$ cat src/rtl/sdram_pkg.sv
// Shared definitions for the SDRAM arbiter slice: default widths, the
// transaction timeout and the arbiter FSM state encoding.
package sdram_pkg;

   localparam int SDRAM_ADDR_W  = 24;
   localparam int SDRAM_DATA_W  = 16;
   localparam int SDRAM_TIMEOUT = 255;

   // Width of the timeout counter; wide enough for the largest legal TIMEOUT.
   localparam int SDRAM_CNT_W   = 16;

   typedef enum logic [1:0] {
      IDLE  = 2'd0,
      ISSUE = 2'd1,
      WAIT  = 2'd2,
      DONE  = 2'd3
   } arb_state_t;

endpackage

$ cat src/rtl/sdram_arbiter_if.sv
// Bundle of the two requester ports and the controller command port.
// The arbiter takes the slave view; requesters and controller sit on the
// master view.
interface sdram_arbiter_if #(
   parameter int ADDR_W = sdram_pkg::SDRAM_ADDR_W,
   parameter int DATA_W = sdram_pkg::SDRAM_DATA_W
) ();

   // Requester 0 (CPU data path)
   logic              p0_req;
   logic              p0_we;
   logic [ADDR_W-1:0] p0_addr;
   logic [DATA_W-1:0] p0_wdata;
   logic              p0_ack;
   logic              p0_err;
   logic [DATA_W-1:0] p0_rdata;

   // Requester 1 (display / DMA fetcher)
   logic              p1_req;
   logic              p1_we;
   logic [ADDR_W-1:0] p1_addr;
   logic [DATA_W-1:0] p1_wdata;
   logic              p1_ack;
   logic              p1_err;
   logic [DATA_W-1:0] p1_rdata;

   // Controller command port
   logic              mem_start;
   logic              mem_we;
   logic [ADDR_W-1:0] mem_addr;
   logic [DATA_W-1:0] mem_wdata;
   logic              mem_done;
   logic [DATA_W-1:0] mem_rdata;

   modport slave (
      input  p0_req, p0_we, p0_addr, p0_wdata,
      input  p1_req, p1_we, p1_addr, p1_wdata,
      output p0_ack, p0_err, p0_rdata,
      output p1_ack, p1_err, p1_rdata,
      output mem_start, mem_we, mem_addr, mem_wdata,
      input  mem_done, mem_rdata
   );

   modport master (
      output p0_req, p0_we, p0_addr, p0_wdata,
      output p1_req, p1_we, p1_addr, p1_wdata,
      input  p0_ack, p0_err, p0_rdata,
      input  p1_ack, p1_err, p1_rdata,
      input  mem_start, mem_we, mem_addr, mem_wdata,
      output mem_done, mem_rdata
   );

endinterface

$ cat src/rtl/sdram_arb_pick.sv
// Combinational winner select for the two-port SDRAM arbiter.
// Default: round-robin on a tie, the port that did not win last time wins.
// Define SDRAM_ARB_FIXED_PRIO_EN for fixed priority: port 0 always wins a tie
// and last_gnt is ignored (port 1 can starve).
module sdram_arb_pick (
   input  logic req0,
   input  logic req1,
   input  logic last_gnt,
   output logic gnt,
   output logic any
);

   // Pick the winning port index from the current requests.
   always_comb begin
      // NOTE: defaults first so every path assigns gnt/any and no latch is inferred.
      gnt = 1'b0;
      any = req0 | req1;
`ifdef SDRAM_ARB_FIXED_PRIO_EN
      if (!req0 && req1) begin
         gnt = 1'b1;
      end
`else
      if (req0 && req1) begin
         gnt = ~last_gnt;
      end else if (req1) begin
         gnt = 1'b1;
      end
`endif
   end

`ifdef SDRAM_ARB_FIXED_PRIO_EN
   // History is irrelevant under fixed priority.
   logic unused_last_gnt;
   assign unused_last_gnt = last_gnt;
`endif

endmodule

$ cat src/rtl/sdram_arbiter.sv
// Two-port arbiter in front of sdram_controller. Grants one 16-bit read or
// write at a time, strobes mem_start, waits for mem_done (bounded by
// TIMEOUT cycles) and returns ack/err/rdata to the winning port.
// Policy: round-robin by default; SDRAM_ARB_FIXED_PRIO_EN selects fixed
// priority (resolved inside sdram_arb_pick).
module sdram_arbiter
   import sdram_pkg::*;
#(
   parameter int ADDR_W  = SDRAM_ADDR_W,
   parameter int DATA_W  = SDRAM_DATA_W,
   parameter int TIMEOUT = SDRAM_TIMEOUT  // legal range 1..65535
) (
   input  logic           clk,
   input  logic           reset,
   sdram_arbiter_if.slave bus
);

   localparam logic [SDRAM_CNT_W-1:0] TIMEOUT_CNT = SDRAM_CNT_W'(TIMEOUT);

   arb_state_t              state;
   logic                    gnt;        // port owning the current transaction
   logic                    last_gnt;   // port served by the previous transaction
   logic [SDRAM_CNT_W-1:0]  cnt;        // cycles spent in WAIT

   logic                    pick_gnt;
   logic                    pick_any;

   // Registered outputs
   logic [1:0]              ack_q;
   logic [1:0]              err_q;
   logic [DATA_W-1:0]       rdata0_q;
   logic [DATA_W-1:0]       rdata1_q;
   logic                    mem_start_q;
   logic                    mem_we_q;
   logic [ADDR_W-1:0]       mem_addr_q;
   logic [DATA_W-1:0]       mem_wdata_q;

   sdram_arb_pick u_pick (
      .req0     (bus.p0_req),
      .req1     (bus.p1_req),
      .last_gnt (last_gnt),
      .gnt      (pick_gnt),
      .any      (pick_any)
   );

   // Arbiter FSM with all port and controller outputs registered.
   always_ff @(posedge clk or posedge reset) begin
      if (reset) begin
         state       <= IDLE;
         gnt         <= 1'b0;
         last_gnt    <= 1'b1;   // port 0 wins the first tie
         cnt         <= '0;
         ack_q       <= '0;
         err_q       <= '0;
         rdata0_q    <= '0;
         rdata1_q    <= '0;
         mem_start_q <= 1'b0;
         mem_we_q    <= 1'b0;
         mem_addr_q  <= '0;
         mem_wdata_q <= '0;
      end else begin
         // NOTE: non-blocking throughout so every branch sees pre-edge state.
         // Strobes are single-cycle unless re-asserted below.
         mem_start_q <= 1'b0;
         ack_q       <= '0;
         err_q       <= '0;

         case (state)
            IDLE: begin
               if (pick_any) begin
                  gnt         <= pick_gnt;
                  mem_we_q    <= pick_gnt ? bus.p1_we    : bus.p0_we;
                  mem_addr_q  <= pick_gnt ? bus.p1_addr  : bus.p0_addr;
                  mem_wdata_q <= pick_gnt ? bus.p1_wdata : bus.p0_wdata;
                  mem_start_q <= 1'b1;   // high during the ISSUE cycle
                  state       <= ISSUE;
               end
            end

            ISSUE: begin
               cnt   <= '0;
               state <= WAIT;
            end

            WAIT: begin
               if (bus.mem_done) begin
                  // Writes leave the requester's read data untouched.
                  if (!mem_we_q) begin
                     if (gnt) begin
                        rdata1_q <= bus.mem_rdata;
                     end else begin
                        rdata0_q <= bus.mem_rdata;
                     end
                  end
                  ack_q[gnt] <= 1'b1;
                  state      <= DONE;
               end else if (cnt == TIMEOUT_CNT) begin
                  // Controller stalled: abort with error, read data kept.
                  ack_q[gnt] <= 1'b1;
                  err_q[gnt] <= 1'b1;
                  state      <= DONE;
               end else begin
                  cnt <= cnt + SDRAM_CNT_W'(1);
               end
            end

            DONE: begin
               // ack is visible this cycle; no new grant until IDLE.
               last_gnt <= gnt;
               state    <= IDLE;
            end

            default: state <= IDLE;
         endcase
      end
   end

   assign bus.p0_ack    = ack_q[0];
   assign bus.p1_ack    = ack_q[1];
   assign bus.p0_err    = err_q[0];
   assign bus.p1_err    = err_q[1];
   assign bus.p0_rdata  = rdata0_q;
   assign bus.p1_rdata  = rdata1_q;
   assign bus.mem_start = mem_start_q;
   assign bus.mem_we    = mem_we_q;
   assign bus.mem_addr  = mem_addr_q;
   assign bus.mem_wdata = mem_wdata_q;

endmodule

$ cat src/flat_wrapper.sv
// flat-port wrapper written by rule: the top's interface ports become plain ports
module sdram_arbiter_flat import sdram_pkg::*;
#(
   parameter int ADDR_W  = SDRAM_ADDR_W,
   parameter int DATA_W  = SDRAM_DATA_W,
   parameter int TIMEOUT = SDRAM_TIMEOUT                         
)
  (clk, reset, bus_p0_req, bus_p0_we, bus_p0_addr, bus_p0_wdata, bus_p1_req, bus_p1_we, bus_p1_addr, bus_p1_wdata, bus_p0_ack, bus_p0_err, bus_p0_rdata, bus_p1_ack, bus_p1_err, bus_p1_rdata, bus_mem_start, bus_mem_we, bus_mem_addr, bus_mem_wdata, bus_mem_done, bus_mem_rdata);
  sdram_arbiter_if #(.ADDR_W(ADDR_W), .DATA_W(DATA_W)) bus_i ();
  input  logic clk;
  input  logic reset;
  input wire logic [$bits(bus_i.p0_req)-1:0] bus_p0_req;
  input wire logic [$bits(bus_i.p0_we)-1:0] bus_p0_we;
  input wire logic [$bits(bus_i.p0_addr)-1:0] bus_p0_addr;
  input wire logic [$bits(bus_i.p0_wdata)-1:0] bus_p0_wdata;
  input wire logic [$bits(bus_i.p1_req)-1:0] bus_p1_req;
  input wire logic [$bits(bus_i.p1_we)-1:0] bus_p1_we;
  input wire logic [$bits(bus_i.p1_addr)-1:0] bus_p1_addr;
  input wire logic [$bits(bus_i.p1_wdata)-1:0] bus_p1_wdata;
  output wire logic [$bits(bus_i.p0_ack)-1:0] bus_p0_ack;
  output wire logic [$bits(bus_i.p0_err)-1:0] bus_p0_err;
  output wire logic [$bits(bus_i.p0_rdata)-1:0] bus_p0_rdata;
  output wire logic [$bits(bus_i.p1_ack)-1:0] bus_p1_ack;
  output wire logic [$bits(bus_i.p1_err)-1:0] bus_p1_err;
  output wire logic [$bits(bus_i.p1_rdata)-1:0] bus_p1_rdata;
  output wire logic [$bits(bus_i.mem_start)-1:0] bus_mem_start;
  output wire logic [$bits(bus_i.mem_we)-1:0] bus_mem_we;
  output wire logic [$bits(bus_i.mem_addr)-1:0] bus_mem_addr;
  output wire logic [$bits(bus_i.mem_wdata)-1:0] bus_mem_wdata;
  input wire logic [$bits(bus_i.mem_done)-1:0] bus_mem_done;
  input wire logic [$bits(bus_i.mem_rdata)-1:0] bus_mem_rdata;
  assign bus_i.p0_req = bus_p0_req;
  assign bus_i.p0_we = bus_p0_we;
  assign bus_i.p0_addr = bus_p0_addr;
  assign bus_i.p0_wdata = bus_p0_wdata;
  assign bus_i.p1_req = bus_p1_req;
  assign bus_i.p1_we = bus_p1_we;
  assign bus_i.p1_addr = bus_p1_addr;
  assign bus_i.p1_wdata = bus_p1_wdata;
  assign bus_p0_ack = bus_i.p0_ack;
  assign bus_p0_err = bus_i.p0_err;
  assign bus_p0_rdata = bus_i.p0_rdata;
  assign bus_p1_ack = bus_i.p1_ack;
  assign bus_p1_err = bus_i.p1_err;
  assign bus_p1_rdata = bus_i.p1_rdata;
  assign bus_mem_start = bus_i.mem_start;
  assign bus_mem_we = bus_i.mem_we;
  assign bus_mem_addr = bus_i.mem_addr;
  assign bus_mem_wdata = bus_i.mem_wdata;
  assign bus_i.mem_done = bus_mem_done;
  assign bus_i.mem_rdata = bus_mem_rdata;
  sdram_arbiter #(.ADDR_W(ADDR_W), .DATA_W(DATA_W), .TIMEOUT(TIMEOUT)) u_core (.clk(clk), .reset(reset), .bus(bus_i));
endmodule
$ cat config.mk
export PLATFORM = sky130hd
export DESIGN_NAME = sdram_arbiter_flat
export DESIGN_NICKNAME = d
export VERILOG_FILES = /design/src/rtl/sdram_pkg.sv /design/src/rtl/sdram_arbiter_if.sv /design/src/rtl/sdram_arb_pick.sv /design/src/rtl/sdram_arbiter.sv /design/src/flat_wrapper.sv
export SDC_FILE = /design/constraint.sdc
export NUM_CORES = 1
export LEC_CHECK = 0
export CORE_UTILIZATION = 40
export CTS_BUF_LIST = sky130_fd_sc_hd__clkbuf_16
export DETAILED_ROUTE_END_ITERATION = 8
export DONT_BUFFER_PORTS = 1
export PLACE_DENSITY = 0.59
export SLEW_MARGIN = 0
export SYNTH_ARGS = -nofsm -noshare
export SYNTH_HDL_FRONTEND = slang
export SYNTH_SLANG_ARGS = --single-unit
$ cat constraint.sdc
create_clock -name clk -period 7.2 [get_ports clk]
set_input_delay 1.44 -clock clk [delete_from_list [all_inputs] [get_ports clk]]
set_output_delay 1.44 -clock clk [all_outputs]
set_load 0.03 [all_outputs]
==> metrics.md <==
| Metric | Value |
|---|---|
| Clock tree from TritonCTS | `done` |
| Count of input and output buffers | `0` |
| Clk pin slew, worst setup/hold paths | `roughly 0.07 ns` |
| Post-synth EDFFs | `0` |
| Global-route wire length before repair | `14,380 µm` |
| Power share of the sequential group | `0.572` |
| Final Net Count | `485` |
| Synthesized Nets | `around 500` |
| Post CTS Setup Buffer Count | `0` |
| Post-synth cell types | `47` |
| Share of the yosys chip area belonging to registers | `0.5513` |
| CP max stage cell | `sky130_fd_sc_hd__nand4b_1` |
| Design internal power | `between 1000 and 1500 µW` |
| Most frequent cells in the layout | `sky130_fd_sc_hd__dfrtp_1 (97), sky130_fd_sc_hd__nand2_1 (50), sky130_fd_sc_hd__o21ai_0 (44)` |
| Half-perimeter wire length after placement | `6526 µm` |
| Avg Synthesized Cell Area | `11.50 µm²` |
| Total number of yosys warnings | `0` |
| Most frequent standard cell in the layout excluding fill and tap cells | `sky130_fd_sc_hd__dfrtp_1` |
| GRT Resource Usage Total | `0.1625` |
| Area of the placeable core | `10,840 µm²` |
| Number of nets still failing antenna checks after routing | `0` |
| Row Count | `38` |
| Power per cell area | `about 490 nW/µm²` |
| Met3 demand-to-capacity share in global routing | `0.05327` |
| Grt ovf | `0` |
| Final design utilization | `0.4522` |
| Top Ports | `181` |
| Total number of vias | `around 3,000` |
| Via count of the first global-routing pass | `2,903` |
| Setup repair after global routing missed its margin | `no` |
| Status | `completed` |
| Worst-skew pair later-pin latency | `0.34 ns` |
| Worst Path Required | `7.43 ns` |
| Area added between synthesis and finish | `10.15%` |
| Met1 track utilization from global routing | `0.2029` |
| Number of DRC markers in iteration 0 | `116` |
| Cell type group with the largest total delay on the critical path | `simple AND/OR/NAND/NOR gates` |
| Total clock buffers created by CTS | `9` |
| Upper clock frequency limit | `378.3 MHz` |
| Number of fillers in the final layout | `1,022` |
| Diodes inserted | `0` |
| Count of max-cap constraint violations | `0` |
| Worst hold path class | `register to register` |
| Post_cts resized | `0` |
| Maximum fanout count along the critical path | `19` |
| Part of the power in combinational logic | `0.202` |
| Initial cell density of the core | `0.4105` |
| DR vias/cell | `5.628` |
| Critical Path Source Type | `register` |
| Critical path endpoint category | `register` |
| Largest net degree at the start of global routing | `68` |
| Height of the die | `107.5 µm` |
| Standby leakage power | `0.002214 µW` |
| Synth Cell Area | `4451 µm²` |
| Maximum VDD drop | `0.2011 mV` |
| Max H-tree Level | `3` |
| Routed Wire Length | `8965 µm` |
| Critical path start-end classification | `register to register` |
| Worst-case clock skew | `0.008210 ns` |
| Part of the total power dissipated in the clock network | `0.226` |
| Root buf cell | `sky130_fd_sc_hd__clkbuf_16` |
| Async set or reset register ratio after synthesis | `1.000` |
| Antenna violations before repair | `0` |
| Most used DFF post-synth | `sky130_fd_sc_hd__dfrtp_1` |
| Fraction of layout cells with a size suffix above 1 | `0.1728` |
| Crit path buf inv count | `1` |
| Synth Register Bits | `98` |
| Final Hold Vio Count | `0` |
| DRT Pass-1 Iters | `4` |
| Layer with the highest usage | `met2` |
| Number of sinks driven by the clock tree | `just under 100` |
| Die ar. | `around 12,000 µm²` |
| Final setup fails | `0` |
| Fraction of power spent switching nets | `0.4487` |
| Number of design rule violations left after detail routing | `0` |
| Met2 Use GR | `0.2560` |
| Arrival time of data at the critical path endpoint | `2.87 ns` |
| Post-route clock period utilization | `0.3671` |
| Cells traversed along the worst timing path | `inv_1 -> ha_1 -> nand4b_1 -> mux2_2` |
| Switching power | `between 1000 and 1500 µW` |
| Setup TNS | `0 ns` |
| Slew @ Worst Pin | `~0.94 ns` |
| Post-Synthesis Cells | `387` |
| Buffer depth of the longest clock path | `2` |
| Slowest stage delay, CP | `~0.85 ns` |
| Final critical path time including I/O delays and setup | `2.643 ns` |
| Width of the die | `approximately 110 µm` |
| Post-cts hold buffer count | `0` |
| Worst slew margin relative to its limit | `0.3693` |
| DR WL/cell | `17.17 µm` |
| Final Max Tran Viols | `0` |
| Routability cong. | `0.8093` |
==> layout make-up <==
class                   instances  area, µm²  area share
clock buffers                   9      225.2     0.04594
inverters                       7      28.78    0.005870
multi-input cells             257       1872      0.3818
well taps                     140      175.2     0.03573
repair buffers                  4      30.03    0.006126
clock inverters                 7      117.6     0.02399
flip-flops and latches         98       2454      0.5005
==> logic make-up after synthesis <==
| family | share of synthesized area |
|---|---|
| buf+inv | 0.03317 |
| mux | 0.1805 |
| fa+ha+maj | 0.01406 |
| simple gates | 0.09755 |
| xor+xnor | 0.001968 |
| compound gates | 0.1215 |
| flops | 0.5513 |
==> state kept, by name, summed over array words and instances (netlist names) <==
| register | cells |
|---|---|
| u_core.err_q | 2 |
| u_core.cnt | 16 |
| u_core.last_gnt | 1 |
| u_core.ack_q | 2 |
| u_core.state | 2 |
| u_core.bus.p1_rdata | 16 |
| u_core.bus.mem_we | 1 |
| u_core.bus.p0_rdata | 16 |
| u_core.bus.mem_addr | 24 |
| u_core.gnt | 1 |
| u_core.bus.mem_start | 1 |
| u_core.bus.mem_wdata | 16 |
==> stage by stage <==
step	power, µW	hold WS, ns	instance area, µm²	setup WS [ns]	cells
3_5_place_dp	1869	0.5217	4559	4.338	506
3_3_place_gp	1844	0.5201	4559	4.330	506
2_1_floorplan	1731	0.4790	4451	3.200	387
4_1_cts	2416	0.5363	4902	4.552	522
5_1_grt	2532	0.5787	4902	4.327	522
6_report	2381	0.5338	4902	4.557	522
==> cell usage after synthesis (all sizes together) (2+ instances only) <==
cell | instances | area [µm²]
ha | 5 | 62.56
clkbuf | 15 | 56.30
a21o | 2 | 15.01
nor2 | 9 | 33.78
or4 | 3 | 22.52
and4 | 3 | 26.28
nand2 | 50 | 187.7
a31oi | 14 | 100.1
o21ai | 45 | 225.2
inv | 6 | 22.52
a21oi | 3 | 15.01
dfrtp | 97 | 2427
buf | 10 | 65.06
mux2i | 42 | 420.4
nor4 | 2 | 12.51
mux2 | 34 | 382.9
nand4b | 2 | 17.52
nor3 | 4 | 20.02
nand4 | 3 | 18.77
and3 | 4 | 25.02
a31o | 4 | 35.03
a41oi | 4 | 42.55
nand3 | 7 | 35.03
==> power groups by stage <==
stage                     logic (µW)  clock network [µW]  registers, µW
after CTS                        491                 557           1370
after global routing             556                 581           1400
after global placement           470                   0           1370
after floorplan                  420                   0           1310
final                            481                 537           1360
after detailed placement         496                   0           1370
==> final timing paths <==
path	startpoint	end	slack (ns)	cells past startpoint
max	u_core.state[0]$_DFFE_PP0P_	u_core.bus.p1_rdata[6]$_DFFE_PP0P_	4.56	4
min	u_core.cnt[11]$_DFFE_PP0P_	u_core.cnt[11]$_DFFE_PP0P_	0.53	1
max reg2reg	u_core.state[0]$_DFFE_PP0P_	u_core.bus.p1_rdata[6]$_DFFE_PP0P_	4.56	4
min reg2reg	u_core.cnt[11]$_DFFE_PP0P_	u_core.cnt[11]$_DFFE_PP0P_	0.53	1
max in group asynchronous	reset	u_core.cnt[1]$_DFFE_PP0P_	5.07	2
min in group asynchronous	reset	u_core.bus.p1_rdata[7]$_DFFE_PP0P_	0.96	1
==> layer usage <==
metal,share of wire,wire [µm]
met5,0,0
met4,0.021,185
met3,0.076,678
met2,0.48,4314
met1,0.42,3786
No activity file was read; power rests on OpenSTA's default activity.
